<file path="src/rtl/div_request_sequencer_if.sv">
// Request/result handshake bundle for div_request_sequencer.
// slave: the sequencer side; master: the producer/consumer side.
interface div_request_sequencer_if #(
  parameter int DATA_WIDTH = 12,
  parameter int TAG_WIDTH  = 4
);
  logic                  s_valid;
  logic                  s_ready;
  logic [DATA_WIDTH-1:0] s_numerator;
  logic [DATA_WIDTH-1:0] s_denominator;
  logic [TAG_WIDTH-1:0]  s_tag;
  logic                  m_valid;
  logic                  m_ready;
  logic [DATA_WIDTH-1:0] m_quotient;
  logic [DATA_WIDTH-1:0] m_remainder;
  logic [TAG_WIDTH-1:0]  m_tag;
  logic [1:0]            m_error;

  modport slave (
    input  s_valid, s_numerator, s_denominator, s_tag, m_ready,
    output s_ready, m_valid, m_quotient, m_remainder, m_tag, m_error
  );

  modport master (
    output s_valid, s_numerator, s_denominator, s_tag, m_ready,
    input  s_ready, m_valid, m_quotient, m_remainder, m_tag, m_error
  );
endinterface

</file>
<file path="src/rtl/div_request_sequencer.sv">
// Queues tagged divide requests, issues them one at a time to the
// restoring divider, returns results with tag, div0 and timeout flags.
// Ports: aclk, reset (async high); bus (request/result handshake);
// div_* (divider side); fifo_level (entries currently queued).
module div_request_sequencer #(
  parameter int DATA_WIDTH     = 12,
  parameter int FIFO_DEPTH     = 4,
  parameter int TAG_WIDTH      = 4,
  parameter int TIMEOUT_CYCLES = 64
) (
  input  logic                         aclk,
  input  logic                         reset,
  div_request_sequencer_if.slave       bus,
  output logic [DATA_WIDTH-1:0]        div_numerator,
  output logic [DATA_WIDTH-1:0]        div_denominator,
  output logic                         div_data_valid,
  input  logic [DATA_WIDTH-1:0]        div_quotient,
  input  logic [DATA_WIDTH-1:0]        div_remainder,
  input  logic                         div_data_ready,
  input  logic                         div_error_div0,
  output logic [$clog2(FIFO_DEPTH):0]  fifo_level
);
  localparam int AW = $clog2(FIFO_DEPTH);
  localparam int LW = AW + 1;
  localparam int EW = TAG_WIDTH + 2 * DATA_WIDTH;
  localparam int CW = $clog2(TIMEOUT_CYCLES);

  typedef enum logic [1:0] {
    IDLE,
    ISSUE,
    WAIT,
    HOLD
  } state_t;

  state_t state, nxt;

  logic [EW-1:0]         mem [FIFO_DEPTH];
  logic [AW-1:0]         wr_ptr, rd_ptr;
  logic [LW-1:0]         count;
  logic [EW-1:0]         head;
  logic                  full, push, pop;
  logic                  live;

  logic [TAG_WIDTH-1:0]  tag_q;
  logic [CW-1:0]         timer;
  logic                  timeout;

  logic                  cap;
  logic [DATA_WIDTH-1:0] nq, nr;
  logic [1:0]            ne;

  logic                  m_valid_q;
  logic [DATA_WIDTH-1:0] m_quot_q, m_rem_q;
  logic [TAG_WIDTH-1:0]  m_tag_q;
  logic [1:0]            m_err_q;

  // s_ready stays low while in reset and rises on the first edge after.
  assign full         = (count == LW'(FIFO_DEPTH));
  assign bus.s_ready  = live & ~full;
  assign push         = bus.s_valid & bus.s_ready;
  assign head         = mem[rd_ptr];
  assign fifo_level   = count;
  assign timeout      = (timer == CW'(TIMEOUT_CYCLES - 1));

  assign bus.m_valid     = m_valid_q;
  assign bus.m_quotient  = m_quot_q;
  assign bus.m_remainder = m_rem_q;
  assign bus.m_tag       = m_tag_q;
  assign bus.m_error     = m_err_q;

  always_ff @(posedge aclk) begin
    if (push) mem[wr_ptr] <= {bus.s_tag, bus.s_denominator, bus.s_numerator};
  end

  always_ff @(posedge aclk or posedge reset) begin
    if (reset) begin
      live   <= 1'b0;
      wr_ptr <= '0;
      rd_ptr <= '0;
      count  <= '0;
    end else begin
      live <= 1'b1;
      if (push) wr_ptr <= wr_ptr + 1'b1;
      if (pop)  rd_ptr <= rd_ptr + 1'b1;
      unique case ({push, pop})
        2'b10:   count <= count + 1'b1;
        2'b01:   count <= count - 1'b1;
        default: count <= count;
      endcase
    end
  end

  always_ff @(posedge aclk or posedge reset) begin
    if (reset) state <= IDLE;
    else       state <= nxt;
  end

  // Responses only count in WAIT; div0 beats data_ready, and a real
  // response on the last counted cycle beats the timeout.
  always_comb begin
    nxt = state;
    pop = 1'b0;
    cap = 1'b0;
    nq  = '0;
    nr  = '0;
    ne  = 2'b00;
    unique case (state)
      IDLE: begin
        if (count != '0) begin
          pop = 1'b1;
          nxt = ISSUE;
        end
      end
      ISSUE: nxt = WAIT;
      WAIT: begin
        if (div_error_div0) begin
          cap = 1'b1;
          nq  = '1;
          nr  = div_numerator;
          ne  = 2'b01;
        end else if (div_data_ready) begin
          cap = 1'b1;
          nq  = div_quotient;
          nr  = div_remainder;
        end else if (timeout) begin
          cap = 1'b1;
          ne  = 2'b10;
        end
        if (cap) nxt = HOLD;
      end
      HOLD: begin
        if (bus.m_ready) nxt = IDLE;
      end
    endcase
  end

  always_ff @(posedge aclk or posedge reset) begin
    if (reset) begin
      div_numerator   <= '0;
      div_denominator <= '0;
      div_data_valid  <= 1'b0;
      tag_q           <= '0;
      timer           <= '0;
    end else begin
      div_data_valid <= pop;
      if (pop) begin
        div_numerator   <= head[DATA_WIDTH-1:0];
        div_denominator <= head[2*DATA_WIDTH-1:DATA_WIDTH];
        tag_q           <= head[EW-1:2*DATA_WIDTH];
      end
      if (state == ISSUE)     timer <= '0;
      else if (state == WAIT) timer <= timer + 1'b1;
    end
  end

  always_ff @(posedge aclk or posedge reset) begin
    if (reset) begin
      m_valid_q <= 1'b0;
      m_quot_q  <= '0;
      m_rem_q   <= '0;
      m_tag_q   <= '0;
      m_err_q   <= 2'b00;
    end else if (cap) begin
      m_valid_q <= 1'b1;
      m_quot_q  <= nq;
      m_rem_q   <= nr;
      m_tag_q   <= tag_q;
      m_err_q   <= ne;
    end else if (state == HOLD && bus.m_ready) begin
      m_valid_q <= 1'b0;
    end
  end
endmodule

</file>
<file path="src/flat_wrapper.sv">
// flat-port wrapper written by rule: the top's interface ports become plain ports
module div_request_sequencer_flat 
#(
  parameter int DATA_WIDTH     = 12,
  parameter int FIFO_DEPTH     = 4,
  parameter int TAG_WIDTH      = 4,
  parameter int TIMEOUT_CYCLES = 64
)
  (aclk, reset, div_numerator, div_denominator, div_data_valid, div_quotient, div_remainder, div_data_ready, div_error_div0, fifo_level, bus_s_valid, bus_s_numerator, bus_s_denominator, bus_s_tag, bus_m_ready, bus_s_ready, bus_m_valid, bus_m_quotient, bus_m_remainder, bus_m_tag, bus_m_error);
  div_request_sequencer_if #(.DATA_WIDTH(DATA_WIDTH), .TAG_WIDTH(TAG_WIDTH)) bus_i ();
  input  logic aclk;
  input  logic reset;
  output logic [DATA_WIDTH-1:0] div_numerator;
  output logic [DATA_WIDTH-1:0] div_denominator;
  output logic div_data_valid;
  input  logic [DATA_WIDTH-1:0] div_quotient;
  input  logic [DATA_WIDTH-1:0] div_remainder;
  input  logic div_data_ready;
  input  logic div_error_div0;
  output logic [$clog2(FIFO_DEPTH):0] fifo_level;
  input wire logic [$bits(bus_i.s_valid)-1:0] bus_s_valid;
  input wire logic [$bits(bus_i.s_numerator)-1:0] bus_s_numerator;
  input wire logic [$bits(bus_i.s_denominator)-1:0] bus_s_denominator;
  input wire logic [$bits(bus_i.s_tag)-1:0] bus_s_tag;
  input wire logic [$bits(bus_i.m_ready)-1:0] bus_m_ready;
  output wire logic [$bits(bus_i.s_ready)-1:0] bus_s_ready;
  output wire logic [$bits(bus_i.m_valid)-1:0] bus_m_valid;
  output wire logic [$bits(bus_i.m_quotient)-1:0] bus_m_quotient;
  output wire logic [$bits(bus_i.m_remainder)-1:0] bus_m_remainder;
  output wire logic [$bits(bus_i.m_tag)-1:0] bus_m_tag;
  output wire logic [$bits(bus_i.m_error)-1:0] bus_m_error;
  assign bus_i.s_valid = bus_s_valid;
  assign bus_i.s_numerator = bus_s_numerator;
  assign bus_i.s_denominator = bus_s_denominator;
  assign bus_i.s_tag = bus_s_tag;
  assign bus_i.m_ready = bus_m_ready;
  assign bus_s_ready = bus_i.s_ready;
  assign bus_m_valid = bus_i.m_valid;
  assign bus_m_quotient = bus_i.m_quotient;
  assign bus_m_remainder = bus_i.m_remainder;
  assign bus_m_tag = bus_i.m_tag;
  assign bus_m_error = bus_i.m_error;
  div_request_sequencer #(.DATA_WIDTH(DATA_WIDTH), .FIFO_DEPTH(FIFO_DEPTH), .TAG_WIDTH(TAG_WIDTH), .TIMEOUT_CYCLES(TIMEOUT_CYCLES)) u_core (.aclk(aclk), .reset(reset), .bus(bus_i), .div_numerator(div_numerator), .div_denominator(div_denominator), .div_data_valid(div_data_valid), .div_quotient(div_quotient), .div_remainder(div_remainder), .div_data_ready(div_data_ready), .div_error_div0(div_error_div0), .fifo_level(fifo_level));
endmodule
</file>
<file path="config.mk">
export PLATFORM = sky130hd
export DESIGN_NAME = div_request_sequencer_flat
export DESIGN_NICKNAME = d
export VERILOG_FILES = /design/src/rtl/div_request_sequencer_if.sv /design/src/rtl/div_request_sequencer.sv /design/src/flat_wrapper.sv
export SDC_FILE = /design/constraint.sdc
export NUM_CORES = 1
export LEC_CHECK = 0
export BUFFER_PORTS_ARGS = -buffer_cell sky130_fd_sc_hd__buf_2
export CAP_MARGIN = 20
export CORE_MARGIN = 2
export CORE_UTILIZATION = 52
export CTS_BUF_LIST = sky130_fd_sc_hd__clkbuf_16
export CTS_CLUSTER_SIZE = 28
export DETAILED_ROUTE_END_ITERATION = 12
export MAX_ROUTING_LAYER = met4
export PLACE_DENSITY_LB_ADDON = 0.2
export REMOVE_ABC_BUFFERS = 1
export SLEW_MARGIN = 20
export SYNTH_ARGS = -nofsm -noshare
export SYNTH_HDL_FRONTEND = slang
export SYNTH_SLANG_ARGS = --single-unit
</file>
<file path="constraint.sdc">
create_clock -name aclk -period 4.82 [get_ports aclk]
set_input_delay 1.205 -clock aclk [delete_from_list [all_inputs] [get_ports aclk]]
set_output_delay 1.205 -clock aclk [all_outputs]
set_load 0.01 [all_outputs]
</file>
==> results of run 1 <==
==> flip-flops by register name, summed over array words and instances (netlist names) <==
| signal | cells |
|---|---|
| u_core.mem | 112 |
| u_core.bus.m_quotient | 12 |
| u_core.bus.m_remainder | 12 |
| u_core.div_denominator | 12 |
| u_core.div_numerator | 12 |
| u_core.timer | 6 |
| u_core.bus.m_tag | 4 |
| u_core.tag_q | 4 |
| u_core.fifo_level | 3 |
| u_core.bus.m_error | 2 |
| u_core.rd_ptr | 2 |
| u_core.state | 2 |
| u_core.wr_ptr | 2 |
| u_core.bus.m_valid | 1 |
| u_core.div_data_valid | 1 |
| u_core.live | 1 |
==> worst max-delay path, cell delays in order, from the launching register on <==
cell	delay, ns
dfrtp_1	0.41
inv_1	0.13
ha_1	0.25
o31ai_4	0.09
buf_4	0.25
inv_1	0.09
buf_4	0.34
ha_1	0.25
inv_1	0.06
fa_1	0.37
xor2_1	0.15
nor2_1	0.11
xnor2_1	0.12
==> cells by family after synthesis <==
group,Yosys count,share of synthesized area (%)
flops,188,70.6
fa+ha+maj,11,1.95
xor+xnor,7,0.822
other cells,1,0.0503
mux,47,11.8
buf+inv,34,2.08
compound gates,60,5.89
simple gates,120,6.89
==> cell type report <==
cell class / count / area [um^2]
Tap cell: 180 / 225
Timing Repair Buffer: 126 / 653
Multi-Input combinational cell: 246 / 2050
Antenna cell: 1 / 2.50
Clock inverter: 15 / 163
Inverter: 13 / 50.0
Clock buffer: 17 / 425
Sequential cell: 188 / 5270
Fill cell: 1035 / 5090
==> cells in the final DEF, fill, tap and decap left out, types with 12 or more instances in the layout <==
master     instances
a22o_1            13
buf_2            117
clkbuf_16         17
dfrtp_1           75
edfxtp_1         112
inv_1             12
mux4_2            28
nand2_1           90
nor2_1            14
o211ai_1          14
o21ai_0           17
==> metrics by stage <==
stage | hold slack [ns] | worst slack, ns | cells | util, %
after floorplan | 0.440 | 0.486 | 447 | -
after global placement | 0.457 | 1.99 | 753 | 59.2
after detailed placement | 0.465 | 1.94 | 753 | 59.2
after CTS | 0.481 | 2.10 | 785 | 63.4
after global routing | 0.506 | 1.91 | 785 | 63.4
final | 0.474 | 2.13 | 786 | 63.5
==> report_power, final <==
group | internal [mW] | switching (mW)
logic | 0.799 | 0.860
clock network | 0.773 | 0.601
registers | 2.12 | 0.335
==> routing by layer <==
layer | vias to the layer above | GRT usage [%] | wire (um)
met5 | - | - | 0
met3 | 15 | 4.76 | 905
met4 | 0 | 7.03 | 177
met1 | 2135 | 25.0 | 6150
met2 | 147 | 33.2 | 7030
li1 | 1987 | - | -
==> how the worst min path moves through the flow <==
stage / start / to / depth (start not counted)
after floorplan: u_core.tag_q[0] / u_core.tag_q[0] / 2
after global placement: u_core.tag_q[0] / u_core.tag_q[0] / 2
after detailed placement: u_core.tag_q[0] / u_core.tag_q[0] / 2
after CTS: u_core.tag_q[0] / u_core.tag_q[0] / 2
after global routing: u_core.div_denominator[3] / u_core.div_denominator[3] / 2
final: u_core.tag_q[0] / u_core.tag_q[0] / 2
==> reports/qor.txt, run 1 <==
status: finished, final reports clean
top cells by area, synth: edfxtp_1 45%, dfrtp_1 25%, mux4_2 8.5%
Worst Path Class, Setup: register to register
area delta synth->final: 18.5%
die height: 124 um
initial drt markers: 313
Worst EP required: 5.17 ns
Final period util: 55.8%
synth cell count leaders: 112 x edfxtp_1, 90 x nand2_1, 76 x dfrtp_1
Post-Synthesis Cells: 468
crit path capture: u_core.fifo_level[2]
GRT Overall Usage: 20.3%
FF-to-FF Start: u_core.state[1]
CTS root buffer: clkbuf_16
Max Fclk: 372 MHz
flop2flop setup slack: 2.13 ns
Worst-Skew Late Latency: 0.42 ns
Design Area, Final: 8840 um^2
Post-DP HPWL: 9.22 mm
Hold Crit Class: register to register
DRC: 0
I/O Buffers: 117
chip width: 124 um
cts hold-fix bufs: 0
largest area contributor in the netlist: edfxtp_1
gr ovfl total: 0
layout cell share with drive strength beyond 1: 34.5%
# nets final: 661
WL/cell: 18.1 um
initial antenna violation count: 0
Top FF cell, synth: edfxtp_1
Crit Path Max Fanout: 31
H-tree Lvls: 4
Critical Path Source: u_core.state[1]
mapped cell area: 7460 um^2
number of global-route vias before repair: 4266
Setup TNS: 0 ns
via count: 4284
fin crit period: 2.69 ns
largest net degree at the start of global routing: 51
Final Skew: 0.00867 ns
Pwr Density: 621 nW/um^2
MaxCap Viol Count: 0
clock transition at the registers of the reported paths: 0.07 ns
CP Capture Type: register
Worst Path Arrival: 3.04 ns
maximum VDD drop: 0.308 mV
total number of yosys warnings: 0
Post-DP Area: 8250 um^2
Worst R2R End: u_core.fifo_level[2]
R2R cell count: 12
Post-synth EDFFs: 112
Detail Route Antenna Nets: 0
CTS tree: built
gpl congestion: 0.788
syn avg cell area: 15.9 um^2
most numerous cell in the Yosys netlist: edfxtp_1
number of buffers created by CTS: 17
CTS sink count: 188
WL final: 14.3 mm
starting density of the core: 53.5%
Bufs on Longest Clock Path: 2
first-pass GRT wire length: 22.0 mm
area share of the largest cell type after synthesis: 45.1%
startpoint types: register
Post-synth ARST share: 40.4%
Yosys cell types: 42
RSZ-0062 raised after global routing: false
Gates resized, CTS repair: 0
Post-CTS Setup Inserts: 0
final hold viol count: 0
FP Rows: 43
DRT Pass-1 Iters: 5
Tot Pwr: 5.49 mW
Yosys reg bits: 188
P_leak: 3.67 nW
sequential area share after synthesis: 70.6%
max-slew violations: 0
core region area: 13900 um^2
final setup fails: 0
Worst slew margin: 41.1%
Least-Margin Pin Slew: 0.883 ns
vias per inst: 5.45
Ports: 118
Die Footprint: 15300 um^2
No activity file was read; power rests on OpenSTA's default activity.
==> inputs of run 2 (changes only) <==
==> constraint.sdc (replaced) <==
create_clock -name aclk -period 2.57 [get_ports aclk]
set_input_delay 0.6425 -clock aclk [delete_from_list [all_inputs] [get_ports aclk]]
set_output_delay 0.6425 -clock aclk [all_outputs]
set_load 0.01 [all_outputs]
==> run 2 against run 1 <==
Hold slack got worse by 0.19 ns. Clock-buffer cell count unchanged. Critical endpoint is now u_core.bus.m_tag[2]. Clock power is 72% higher. Global-route usage rose by 0.61 points. Combinational power rose by 99%. Highest routed layer unchanged. Critical path depth is 6 lower. Flip-flop and latch count unchanged. Core utilization rose by 0.072 points. Setup slack worse by 1.7 ns. Clock skew is 0.0023 ns lower.
==> reports/qor.txt, run 2 (synthesis gave the netlist of run 1 again) <==
chip width: 124 um
FP Rows: 43
Final period util: 83.7%
Buf/Inv on CP: 2
Tot Pwr: 10.2 mW
area delta synth->final: 18.6%
P_leak: 3.68 nW
max-slew violations: 0
WL final: 14.4 mm
starting density of the core: 53.5%
die height: 124 um
CP delay by family, top: flip-flops
Design Area, Final: 8850 um^2
CP Capture Type: register
critical path's slowest cell: dfrtp_1
fillers: 1023
Post-DP HPWL: 9.27 mm
vias per inst: 5.44
final setup fails: 0
layout cell share with drive strength beyond 1: 34.0%
I/O Buffers: 117
max reg flops: 112
Worst-Skew Late Latency: 0.42 ns
worst setup margin: 0.418 ns
fin crit period: 2.15 ns
H-tree Lvls: 4
Hold WS: 0.285 ns
startpoint types: register
Gates resized, CTS repair: 0
number of buffers created by CTS: 17
most frequent cells in the layout: 117 x buf_2, 112 x edfxtp_1, 90 x nand2_1, 75 x dfrtp_1, 28 x mux4_2
Least-Margin Pin Slew: 0.827 ns
CP peak stage delay: 0.42 ns
CTS root buffer: clkbuf_16
most common cell after layout, fill and taps aside: buf_2
cts hold-fix bufs: 0
number of global-route vias before repair: 4415
Worst EP required: 2.88 ns
via count: 4296
Post-DP Area: 8320 um^2
Ports: 118
initial drt markers: 332
Detail Route Antenna Nets: 0
area of the multi-input gates: 2050 um^2
# nets final: 665
CTS tree: built
GRT Overall Usage: 20.9%
first-pass GRT wire length: 22.8 mm
flop2flop setup slack: 0.42 ns
status: finished, final reports clean
Max Fclk: 465 MHz
CTS sink count: 188
Worst Path Arrival: 2.46 ns
Post-CTS Setup Inserts: 0
Worst Path Class, Setup: register to register
clock transition at the registers of the reported paths: 0.06 ns
Crit Path Max Fanout: 17
DRC: 0
gr ovfl total: 0
DRT Pass-1 Iters: 4
MaxCap Viol Count: 0
maximum VDD drop: 0.802 mV
Hold Crit Class: primary input to asynchronous set/reset pin
core region area: 13900 um^2
Biggest register: u_core.mem
Worst slew margin: 44.8%
Final Skew: 0.00636 ns
Die Footprint: 15300 um^2
final hold viol count: 0
gpl congestion: 0.768
worst path cell trace: inv_1 > ha_1 > nand4_4 > o21ai_4 > buf_4 > mux2_2
initial antenna violation count: 1
pre-CTS WS: 0.433 ns
WL/cell: 18.3 um
RSZ-0062 raised after global routing: false
register area: 5270 um^2
largest net degree at the start of global routing: 77
Bufs on Longest Clock Path: 2
Pwr Density: 1150 nW/um^2
==> run 2: worst min-delay path, cell delays in order <==
cell and delay [ns]:
buf_2 0.10, clkinv_2 0.05, buf_12 0.33
==> run 2: final timing paths <==
path | start | end | cells after the start
hold / removal | reset | u_core.div_denominator[7] | 3
max in group asynchronous | reset | u_core.bus.m_quotient[10] | 3
hold reg to reg | u_core.div_denominator[7] | u_core.div_denominator[7] | 2
min in group aclk | bus_s_numerator[3] | u_core.mem[3][3] | 1
setup / recovery | u_core.state[0] | u_core.bus.m_tag[2] | 6
setup reg to reg | u_core.state[0] | u_core.bus.m_tag[2] | 6
==> run 2: layer usage <==
layer,wire (um),vias up,track usage (%)
met5,0,-,-
li1,-,1986,-
met3,977,15,5.31
met2,7360,145,34.6
met4,195,0,6.46
met1,5920,2150,25.5
==> run 2: report_power, final <==
group	total, mW	internal, mW	switching [mW]	leakage (nW)
logic	3.30	1.58	1.72	1.47
clock network	2.35	1.31	1.04	0.259
registers	4.53	3.98	0.546	1.95
total	10.2	6.87	3.32	3.68
==> run 2: cell type report <==
cell class	instances	area share (%)
Clock inverter	15	1.22
Antenna cell	1	0.0283
Inverter	13	0.565
Clock buffer	17	4.81
Multi-Input combinational cell	246	23.2
Timing Repair Buffer	130	8.14
Tap cell	180	2.54
Sequential cell	188	59.5
==> run 2: stage by stage <==
| step | setup TNS, ns | instances | utilization, % |
|---|---|---|---|
| final | 0 | 790 | 63.5 |
| after global routing | 0 | 790 | 63.5 |
| after CTS | 0 | 789 | 63.5 |
| after detailed placement | 0 | 757 | 59.7 |
| after global placement | 0 | 757 | 59.7 |
| after floorplan | -35.13 | 447 | - |
==> inputs of run 3 (changes only) <==
==> constraint.sdc (replaced) <==
create_clock -name aclk -period 2.2 [get_ports aclk]
set_input_delay 0.55 -clock aclk [delete_from_list [all_inputs] [get_ports aclk]]
set_output_delay 0.55 -clock aclk [all_outputs]
set_load 0.01 [all_outputs]
==> run 3 against run 2 <==
Final cell count rose by 0.63%. Non-clock buffer count is 5 higher. Register-to-register slack got worse by 0.24 ns. Combinational power rose by 23%. Clock skew up 0.00094 ns. Clock power grew 32%. Final area is 2.0% higher. Maximum frequency is 6.4% higher. Critical path type unchanged. Setup slack worse by 0.24 ns.
==> reports/qor.txt, run 3 (synthesis gave the netlist of run 1 again) <==
Crit Path Max Fanout: 4
Ports: 118
P_leak: 3.75 nW
startpoint types: register
DRT Pass-1 Iters: 4
gr ovfl total: 0
initial drt markers: 281
most common cell after layout, fill and taps aside: buf_2
Worst Path Class, Setup: register to register
MaxCap Viol Count: 0
Detail Route Antenna Nets: 0
final setup fails: 0
Post-DP HPWL: 9.46 mm
CP Capture Type: register
Worst slew margin: 46.2%
gpl congestion: 0.742
layout cell share with drive strength beyond 1: 35.7%
Final period util: 91.9%
max reg flops: 112
CTS tree: built
CP peak stage delay: 0.42 ns
Pwr Density: 1370 nW/um^2
critical path's slowest cell: dfrtp_1
fin crit period: 2.02 ns
vias per inst: 5.46
Hold Crit Class: primary input to asynchronous set/reset pin
Worst Path Arrival: 2.36 ns
number of buffers created by CTS: 17
die height: 124 um
Post-DP Area: 8400 um^2
core region area: 13900 um^2
final hold viol count: 0
initial antenna violation count: 1
maximum VDD drop: 0.843 mV
largest net degree at the start of global routing: 64
worst path cell trace: inv_1 > o311a_1 > inv_1 > ha_1 > inv_1 > fa_1 > xor2_1 > nor2_1 > xnor2_1
Design Area, Final: 9030 um^2
number of global-route vias before repair: 4508
max-slew violations: 0
most frequent cells in the layout: 117 x buf_2, 112 x edfxtp_1, 90 x nand2_1, 75 x dfrtp_1, 28 x mux4_2
Final Skew: 0.00730 ns
CTS sink count: 188
WL/cell: 18.4 um
via count: 4342
first-pass GRT wire length: 23.4 mm
RSZ-0062 raised after global routing: false
cts hold-fix bufs: 0
Die Footprint: 15300 um^2
I/O Buffers: 117
GRT Overall Usage: 21.2%
Biggest register: u_core.mem
Post-CTS Setup Inserts: 0
starting density of the core: 53.5%
H-tree Lvls: 4
Worst EP required: 2.54 ns
clock transition at the registers of the reported paths: 0.07 ns
Worst-Skew Late Latency: 0.42 ns
status: finished, final reports clean
area delta synth->final: 21.0%
DRC: 0
Bufs on Longest Clock Path: 2
WL final: 14.6 mm
Final Core Density: 64.8%
FP Rows: 43
Least-Margin Pin Slew: 0.805 ns
# nets final: 670
Top cell by count, worst path: inv_1
CTS root buffer: clkbuf_16
chip width: 124 um
Max Fclk: 495 MHz
-- run 3: cell count changes in the layout (fill, tap and decap cells not counted), sizes merged --
| cell | before | now |
|---|---|---|
| clkinv | 11 | 7 |
| clkinvlp | 2 | 3 |
| bufinv | 1 | 4 |
| buf | 130 | 135 |
-- run 3: layout make-up --
type / instances / area, um^2
clock buffer: 17 / 425
inverter: 13 / 50.0
sequential: 188 / 5270
clock inverter: 15 / 183
fill: 962 / 4910
antenna: 1 / 2.50
multi-input combinational: 246 / 2070
timing repair buffer: 135 / 808
tap: 180 / 225
-- run 3: worst paths after layout --
kind / cells past startpoint / end / slack [ns] / start
max in group asynchronous: 3 / u_core.bus.m_quotient[11] / 1.50 / reset
hold / removal: 2 / u_core.rd_ptr[0] / 0.07 / reset
min in group aclk: 1 / u_core.mem[2][15] / 0.34 / bus_s_denominator[3]
setup / recovery: 9 / u_core.fifo_level[2] / 0.18 / u_core.fifo_level[2]
hold reg to reg: 2 / u_core.div_denominator[7] / 0.47 / u_core.div_denominator[7]
setup reg to reg: 9 / u_core.fifo_level[2] / 0.18 / u_core.fifo_level[2]
-- run 3: metrics by stage --
step	setup WS [ns]	TNS (ns)	power, mW	hold slack, ns	cells
2_1_floorplan	-2.13	-68.77	7.73	0.440	447
3_3_place_gp	0.250	0	9.13	0.454	762
3_5_place_dp	0.116	0	9.29	0.461	762
4_1_cts	0.0791	0	12.5	0.0652	794
5_1_grt	0.0160	0	13.2	0.0761	795
6_report	0.178	0	12.4	0.0689	795
-- run 3: routing by layer --
layer | part of all wire (%) | track usage [%] | up-vias
met5 | 0 | - | -
met4 | 1.4 | 6.39 | 0
met3 | 7.3 | 5.91 | 18
met2 | 50 | 35.0 | 152
met1 | 41 | 25.8 | 2174
li1 | - | - | 1998
-- run 3: timing repair --
item,in CTS,in global routing
gates resized for setup,0,4
hold endpoints to repair,0,0
endpoints found under the setup margin,0,1
-- run 3: report_power, final --
group          switching (mW)  total [mW]  internal (mW)
combinational            2.12        4.06           1.94
clock                    1.23        3.11           1.88
sequential              0.536        5.18           4.65
-- run 3: worst max-delay path, delay by kind of cell (launching register included) --
family | cells | cell delay [ns]
adders and majority gates | 2 | 0.57
DFF | 1 | 0.42
xor gates and xnor gates | 2 | 0.29
AOI/OAI and AO/OA | 1 | 0.31
buffers and inverters | 3 | 0.24
and+or+nand+nor | 1 | 0.11
